--- config.mk ---
export PLATFORM = sky130hd
export DESIGN_NAME = ctr_pr_dec
export DESIGN_NICKNAME = d
export VERILOG_FILES = /design/src/rtl/ctr_pr_dec_pkg.sv /design/src/rtl/ctr_pr_dec_step.sv /design/src/rtl/ctr_pr_dec.sv
export SDC_FILE = /design/constraint.sdc
export NUM_CORES = 1
export LEC_CHECK = 0
export CAP_MARGIN = 25
export CORE_UTILIZATION = 51
export DETAILED_ROUTE_END_ITERATION = 6
export PLACE_DENSITY_LB_ADDON = 0.15
export SYNTH_ARGS = -nofsm -noshare
export SYNTH_HDL_FRONTEND = slang
export SYNTH_HIERARCHICAL = 1
export SYNTH_SLANG_ARGS = --single-unit
--- constraint.sdc ---
create_clock -name clk -period 1.96 [get_ports clk]
set_input_delay 0.392 -clock clk [delete_from_list [all_inputs] [get_ports clk]]
set_output_delay 0.392 -clock clk [all_outputs]
set_load 0.02 [all_outputs]
--- src/rtl/ctr_pr_dec_pkg.sv ---
// Shared definitions for the ctr_pr<N> counter family and its decoder.
// Tap masks select the feedback bits of a left-shifting LFSR; bit W-1 is always tapped.
package ctr_pr_dec_pkg;

   typedef enum logic [1:0] {
      ST_IDLE   = 2'd0,
      ST_SEARCH = 2'd1,
      ST_DONE   = 2'd2
   } state_t;

   localparam logic [7:0] CTR_PR_TAPS_4 = 8'h0C;
   localparam logic [7:0] CTR_PR_TAPS_5 = 8'h14;
   localparam logic [7:0] CTR_PR_TAPS_6 = 8'h30;
   localparam logic [7:0] CTR_PR_TAPS_7 = 8'h60;
   localparam logic [7:0] CTR_PR_TAPS_8 = 8'hB8;
   localparam logic [7:0] CTR_PR_START  = 8'h00;

   function automatic logic [7:0] ctr_pr_taps(input int w);
      case (w)
         4:       return CTR_PR_TAPS_4;
         5:       return CTR_PR_TAPS_5;
         6:       return CTR_PR_TAPS_6;
         7:       return CTR_PR_TAPS_7;
         default: return CTR_PR_TAPS_8;
      endcase
   endfunction

endpackage

--- src/rtl/ctr_pr_dec_step.sv ---
// Combinational next-state function of ctr_pr<W>, shared with the counters themselves.
// The all-zero-low-bits patch splices state 0 into the LFSR cycle, giving period 2^W.
module ctr_pr_step
   import ctr_pr_dec_pkg::*;
#(
   parameter int W = 4
) (
   input  logic [W-1:0] cur,
   output logic [W-1:0] nxt
);

   localparam logic [7:0]   TAPS_FULL = ctr_pr_taps(W);
   localparam logic [W-1:0] TAPS      = TAPS_FULL[W-1:0];

   logic fb;

   always_comb begin
      fb = ^(cur & TAPS);
      if (cur[W-2:0] == '0) fb = ~fb;
      nxt = {cur[W-2:0], fb};
   end

endmodule

--- src/rtl/ctr_pr_dec.sv ---
// Decodes a ctr_pr<W> value back to its step index by replaying the sequence from 0.
//
// state  | meaning
// IDLE   | ready for a new value
// SEARCH | walking the sequence, one step per cycle, until walker matches target
// DONE   | result held on out until the consumer takes it
module ctr_pr_dec
   import ctr_pr_dec_pkg::*;
#(
   parameter int W = 4
) (
   input  logic         clk,
   input  logic         rst_n,
   input  logic [W-1:0] in,
   input  logic         in_valid,
   output logic         in_ready,
   output logic [W-1:0] out,
   output logic         out_valid,
   input  logic         out_ready
);

   state_t       state;
   state_t       state_nxt;
   logic [W-1:0] target;
   logic [W-1:0] walker;
   logic [W-1:0] walker_nxt;
   logic [W-1:0] idx;
   logic         hit;

   ctr_pr_step #(.W(W)) u_step (
      .cur (walker),
      .nxt (walker_nxt)
   );

   // Full period guarantees a match by the last index; the bound only caps the walk.
   assign hit = (walker == target) || (idx == {W{1'b1}});

   always_ff @(posedge clk or negedge rst_n) begin
      if (!rst_n) state <= ST_IDLE;
      else        state <= state_nxt;
   end

   always_comb begin
      state_nxt = state;
      case (state)
         ST_IDLE:   if (in_valid)  state_nxt = ST_SEARCH;
         ST_SEARCH: if (hit)       state_nxt = ST_DONE;
         ST_DONE:   if (out_ready) state_nxt = ST_IDLE;
         default:                  state_nxt = ST_IDLE;
      endcase
   end

   always_comb begin
      in_ready = (state == ST_IDLE);
   end

   always_ff @(posedge clk or negedge rst_n) begin
      if (!rst_n) begin
         target    <= '0;
         walker    <= '0;
         idx       <= '0;
         out       <= '0;
         out_valid <= 1'b0;
      end else begin
         case (state)
            ST_IDLE: begin
               if (in_valid) begin
                  target <= in;
                  walker <= CTR_PR_START[W-1:0];
                  idx    <= '0;
               end
            end
            ST_SEARCH: begin
               if (hit) begin
                  out       <= idx;
                  out_valid <= 1'b1;
               end else begin
                  walker <= walker_nxt;
                  idx    <= idx + W'(1);
               end
            end
            ST_DONE: begin
               if (out_ready) out_valid <= 1'b0;
            end
            default: out_valid <= 1'b0;
         endcase
      end
   end

endmodule
==> results_dict.tcl, run 1 <==
set metrics [dict create \
    status "finished clean" \
    dr_wl_met2_um 661 \
    maxCapViolCount 0 \
    area_delta_synth_final_pct 16.67 \
    max_freq_mhz 536.9 \
    synth-async-reset-ratio 1.000 \
    synth_top_area_frac 0.5067 \
    grt_pass1_wl_mm 2.456 \
    die_x_um 44.90 \
    clock_power_share 0.104 \
    synth_seq_cells 19 \
    wl_met3_um 62 \
    synth_most_common_cell "dfrtp_1" \
    cp-start-kind "flop" \
    path_max_fanout 4 \
    stdcell_area_um2 1095 \
    yosysUniqueCellTypes 24 \
    gp_congestion 0.7986 \
    cts_tree "done" \
    layout-drive-gt1-share 0.1828 \
    dp_hpwl_mm 1.125 \
    antennaDiodeCount 0 \
    switching_share 0.4061 \
    synth_edf_count 0 \
    grt-ovfl-total 0 \
    h-tree-depth 1 \
    cts_root_buffer "clkbuf_4" \
    grtUsageTotal 0.1767 \
    vias_per_cell 5.263 \
    grt_max_degree 20 \
    crit_path_end_kind "output pin" \
    worst-r2r-setup-slack_ps 150 \
    synth_area_per_cell_um2 11.59 \
    rsz0062_at_grt "false" \
    finalCriticalPeriod_ps 1863 \
    ys.flop_type "dfrtp_1" \
    utilization 0.6341 \
    total_power_mw 1.904 \
    p_seq_frac 0.382 \
    clk_latency_ps 300 \
    postCtsResizedCells 0 \
    synth_area_leader_cell "dfrtp_1" \
    hold_buffers 0 \
    wl_met1_um 785 \
    cts_buffers 3 \
    clk_pin_slew_ps 110 \
    cts_max_path_buffers 2 \
    p_int_mw 1.131 \
    synth_area_leaders "dfrtp_1 51%, mux2_2 6.0%, mux2_4 4.8%" \
    start_util 0.5435 \
    p_sw_mw 0.7730 \
    cp.arrival_ps 1470 \
    routed-via-count 621 \
    wl_per_cell_um 13.01 \
    drtIter0Drc 19 \
    core_area_um2 1727 \
    routed_wl_mm 1.535 \
    finalMaxSlewViolations 0 \
    clock_sinks 19 \
    tightestPinTransition_ps 395.2 \
    cp_slowest_cell "clkdlybuf4s50_1" \
    post-route-drc-count 0 \
    die_area_um2 2016 \
    ys_seq_area_frac 0.5067 \
    slew_headroom 0.7359 \
    finalHoldViolations 0 \
    worstPathCellList "nor2_1 -> clkdlybuf4s50_1" \
    dp_slack_ps 53.93 \
    ios 14 \
    whs_ps 410.1 \
    setup_slack_ps 97.48 \
    hold_class "input pin to async pin" \
    rows 15 \
    setup_viol 0 \
    grt_pass1_vias 551 \
    drt-pass1-iter-count 4 \
    final_nets 103 \
    placedCellCount 114 \
    required_ps 1570 \
    top_layer "met4" \
    cellLeakagePower_nw 0.5094 \
    netlist_area_um2 938.4 \
    postRouteAntennaNets 0 \
    cts_setup_buffers 0 \
    die_height_um 44.90 \
    dpl_cell_area_um2 1056 \
    clock_skew_ps 7.696 \
    syn_inst 81 \
    final_cell_count_no_fill 118 \
    antenna_found_initial 0 \
    mappedNetlistNets 90 \
    fin_crit_sh 0.9503 \
    io_buffers 13 \
    setup_tns_ps 0 \
    critPathMaxStageDelay_ps 610 \
    power.density_nw_per_um2 1739 \
    vdd_drop_max_v 0.001035 \
    pwr-share-comb 0.514 \
    ys_warn_count 6 \
    path_class "flop to output pin" \
    yosys-top-cells-count "19 x dfrtp_1, 7 x o21ai_0, 6 x nand2_1" \
]
## path summary, 6_finish.rpt
kind,start,to,depth (start not counted)
worst max-delay path,state[0]$_DFFE_PN0P_,in_ready,2
worst min-delay path,rst_n,state[0]$_DFFE_PN0P_,2
worst max register to register,walker[1]$_DFFE_PN0P_,out[0]$_DFFE_PN0P_,4
worst min register to register,out_valid$_DFFE_PN0P_,out_valid$_DFFE_PN0P_,2
max in group asynchronous,rst_n,idx[1]$_DFFE_PN0P_,2
min in group clk,out_valid$_DFFE_PN0P_,out_valid$_DFFE_PN0P_,2
## critical path: cells and delay by family (launching register included)
| kind | cells | cell delay [ps] |
|---|---|---|
| AND/OR/NAND/NOR | 1 | 140 |
| buffers and inverters | 1 | 610 |
| flip-flops | 1 | 420 |
## cells by family (layout without fill, tap and decap cells)
logic type      count (synthesis)  count (layout)  share of synthesized area
flops                          19              19                     0.5067
compound gates                 16              16                     0.1240
buf+inv                        14              26                    0.09867
xor+xnor                        5               5                    0.04666
simple gates                   17              17                    0.09201
fa+ha+maj                       1               1                    0.01333
mux                             9               9                     0.1187
## registers in the layout, summed over array words and instances, names as in the netlist
signal     count
idx            4
out            4
out_valid      1
state          2
target         4
walker         4
## routing by layer
metal / vias to the layer above / track usage
li1: 302 / -
met1: 298 / 0.2633
met2: 17 / 0.2441
met3: 4 / 0.03600
met4: 0 / 0.09091
met5: - / 0
## cells in the final DEF (no fill, tap or decap), drive strengths merged, types with 3 or more instances in the layout
cell | netlist | final
mux2 | 8 | 8
xor2 | 5 | 5
o211ai | 5 | 5
inv | 5 | 5
clkdlybuf4s50 | 0 | 13
o21ai | 7 | 7
dfrtp | 19 | 19
nand2 | 6 | 6
buf | 9 | 4
clkbuf | 0 | 3
## final cells by class
| cell class | instances | area [um2] |
|---|---|---|
| Clock buffer | 3 | 22.52 |
| Clock inverter | 1 | 5.005 |
| Fill cell | 140 | 631.9 |
| Inverter | 5 | 18.77 |
| Multi-Input combinational cell | 48 | 381.6 |
| Sequential cell | 19 | 475.5 |
| Tap cell | 25 | 31.28 |
| Timing Repair Buffer | 17 | 160.2 |
## power groups by stage
| stage | registers (mW) | logic [mW] | clock network (mW) |
|---|---|---|---|
| after detailed placement | 0.739 | 0.935 | 0 |
| after global placement | 0.733 | 0.920 | 0 |
| after floorplan | 0.764 | 0.734 | 0 |
| final | 0.726 | 0.979 | 0.198 |
| after CTS | 0.728 | 0.943 | 0.208 |
| after global routing | 0.746 | 1.06 | 0.222 |
No activity file was read; power rests on OpenSTA's default activity.
==> run 2, diff against run 1 <==
--- a/config.mk
+++ b/config.mk
@@ -5,9 +5,11 @@
 export SDC_FILE = /design/constraint.sdc
 export NUM_CORES = 1
 export LEC_CHECK = 0
+export ABC_AREA = 0
 export CAP_MARGIN = 25
 export CORE_UTILIZATION = 51
 export DETAILED_ROUTE_END_ITERATION = 6
+export GPL_TIMING_DRIVEN = 0
 export PLACE_DENSITY_LB_ADDON = 0.15
 export SYNTH_ARGS = -nofsm -noshare
 export SYNTH_HDL_FRONTEND = slang
==> run 2 against run 1 <==
Register-to-register slack about the same. Clock power about the same. Count of clock-buffer cells in the layout up 1. Via count up 3.4%. Flip-flop and latch count unchanged. Global-route usage up 1.4 points. Critical path depth unchanged. Worst hold slack better by 72 ps. Worst setup slack better by 16 ps. Wire length down 1.4%. Combinational power up 6%.
==> results_dict.tcl, run 2 (synthesis gave the netlist of run 1 again) <==
set metrics [dict create \
    io_buffers 13 \
    power.density_nw_per_um2 1741 \
    antenna_found_initial 0 \
    wl_per_cell_um 12.31 \
    mostFrequentLayoutCells "19 x dfrtp_1, 13 x clkdlybuf4s50_1, 7 x o21ai_0" \
    switching_share 0.3783 \
    clk_latency_ps 300 \
    hold_buffers 0 \
    n_fill_cell 140 \
    status "finished clean" \
    clock_power_share 0.099 \
    cts_max_path_buffers 2 \
    rows 15 \
    final_nets 108 \
    die_height_um 44.90 \
    cp-start-kind "flop" \
    grt_pass1_vias 594 \
    cellLeakagePower_nw 0.5230 \
    gp_congestion 0.7589 \
    rsz0062_at_grt "false" \
    critPathMaxStageDelay_ps 620 \
    clock_skew_ps 12.22 \
    dp_hpwl_mm 1.016 \
    hold_class "flop to flop" \
    layout-drive-gt1-share 0.2143 \
    finalHoldViolations 0 \
    max_freq_mhz 541.7 \
    worstPathCellList "nor2_1 -> clkdlybuf4s50_1" \
    postRouteAntennaNets 0 \
    h-tree-depth 1 \
    maxCapViolCount 0 \
    setup_tns_ps 0 \
    cts_tree "done" \
    grtUsageTotal 0.1904 \
    routed_wl_mm 1.514 \
    cts_root_buffer "clkbuf_4" \
    die_x_um 44.90 \
    cp.arrival_ps 1450 \
    finalCriticalPeriod_ps 1846 \
    whs_ps 481.6 \
    tightestPinTransition_ps 814.7 \
    p_seq_frac 0.371 \
    pwr-share-comb 0.530 \
    vdd_drop_max_v 0.0009599 \
    start_util 0.5435 \
    crit_path_end_kind "output pin" \
    vias_per_cell 5.220 \
    grt_pass1_wl_mm 2.615 \
    path_max_fanout 4 \
    routed-via-count 642 \
    fin_crit_sh 0.9419 \
    grt-ovfl-total 0 \
    finalMaxSlewViolations 0 \
    die_area_um2 2016 \
    cts_buffers 3 \
    post-route-drc-count 0 \
    postCtsResizedCells 0 \
    ios 14 \
    antennaDiodeCount 0 \
    slew_headroom 0.4551 \
    clk_pin_slew_ps 90 \
    multi_input_area_um2 370.4 \
    p_sw_mw 0.7417 \
    drtIter0Drc 12 \
    drt-pass1-iter-count 4 \
    cts_setup_buffers 0 \
    core_area_um2 1727 \
    area_delta_synth_final_pct 20.00 \
    cp_slowest_cell "clkdlybuf4s50_1" \
    setup_viol 0 \
    path_class "flop to output pin" \
    grt_max_degree 20 \
    p_int_mw 1.219 \
    clock_sinks 19 \
    layout_commonest_cell "dfrtp_1" \
    seqCellArea_um2 475.5 \
    required_ps 1570 \
]
## run 2: cell types whose count changed in the layout (fill, tap and decap cells not counted), sizes merged
cell    previous run  this run
buf                4         9
clkbuf             3         4
clkinv             1         0
## run 2: cell type report
type	instances	share of cell area
Buffer	9	0.06556
Clock buffer	4	0.02333
Inverter	5	0.01667
Multi-Input combinational cell	48	0.3289
Sequential cell	19	0.4222
Tap cell	25	0.02778
Timing Repair Buffer	13	0.1156
## run 2: final timing paths
kind	from	to	slack [ps]	depth (start not counted)
worst max-delay path	state[0]$_DFFE_PN0P_	in_ready	110	2
worst min-delay path	out_valid$_DFFE_PN0P_	out_valid$_DFFE_PN0P_	480	2
worst max register to register	idx[0]$_DFFE_PN0P_	idx[2]$_DFFE_PN0P_	150	7
worst min register to register	out_valid$_DFFE_PN0P_	out_valid$_DFFE_PN0P_	480	2
max in group asynchronous	rst_n	out[1]$_DFFE_PN0P_	890	1
min in group asynchronous	rst_n	walker[3]$_DFFE_PN0P_	550	1
## run 2: critical path: cells and delay by family (launching register included)
family / cells / cell delay (ps)
flops: 1 / 410
simple gates: 1 / 140
buf+inv: 1 / 620
## run 2: metrics by stage
stage | power [mW] | util | instance area [um2] | setup WS, ps | instances
final | 1.961 | 0.6522 | 1126 | 113.8 | 123
after global routing | 2.138 | 0.6522 | 1126 | 27.86 | 123
after CTS | 1.979 | 0.6522 | 1126 | 94.03 | 123
after detailed placement | 1.776 | 0.6370 | 1100 | 148.4 | 119
after global placement | 1.759 | 0.6370 | 1100 | 162.6 | 119
after floorplan | 1.499 | - | 938.4 | 269.4 | 81
## run 2: power by group through the flow
| stage | clock, mW | sequential [mW] | combinational [mW] |
|---|---|---|---|
| 3_3_place_gp | 0 | 0.731 | 1.03 |
| 3_5_place_dp | 0 | 0.736 | 1.04 |
| 2_1_floorplan | 0 | 0.764 | 0.734 |
| 4_1_cts | 0.205 | 0.728 | 1.05 |
| 6_report | 0.195 | 0.727 | 1.04 |
| 5_1_grt | 0.217 | 0.758 | 1.16 |
## run 2: layer usage
layer | routed length [um] | global-route usage | vias to the layer above
met4 | 46 | 0.1273 | 0
met5 | 0 | 0 | -
met2 | 670 | 0.2676 | 15
met3 | 65 | 0.04800 | 5
li1 | - | - | 311
met1 | 732 | 0.2598 | 311
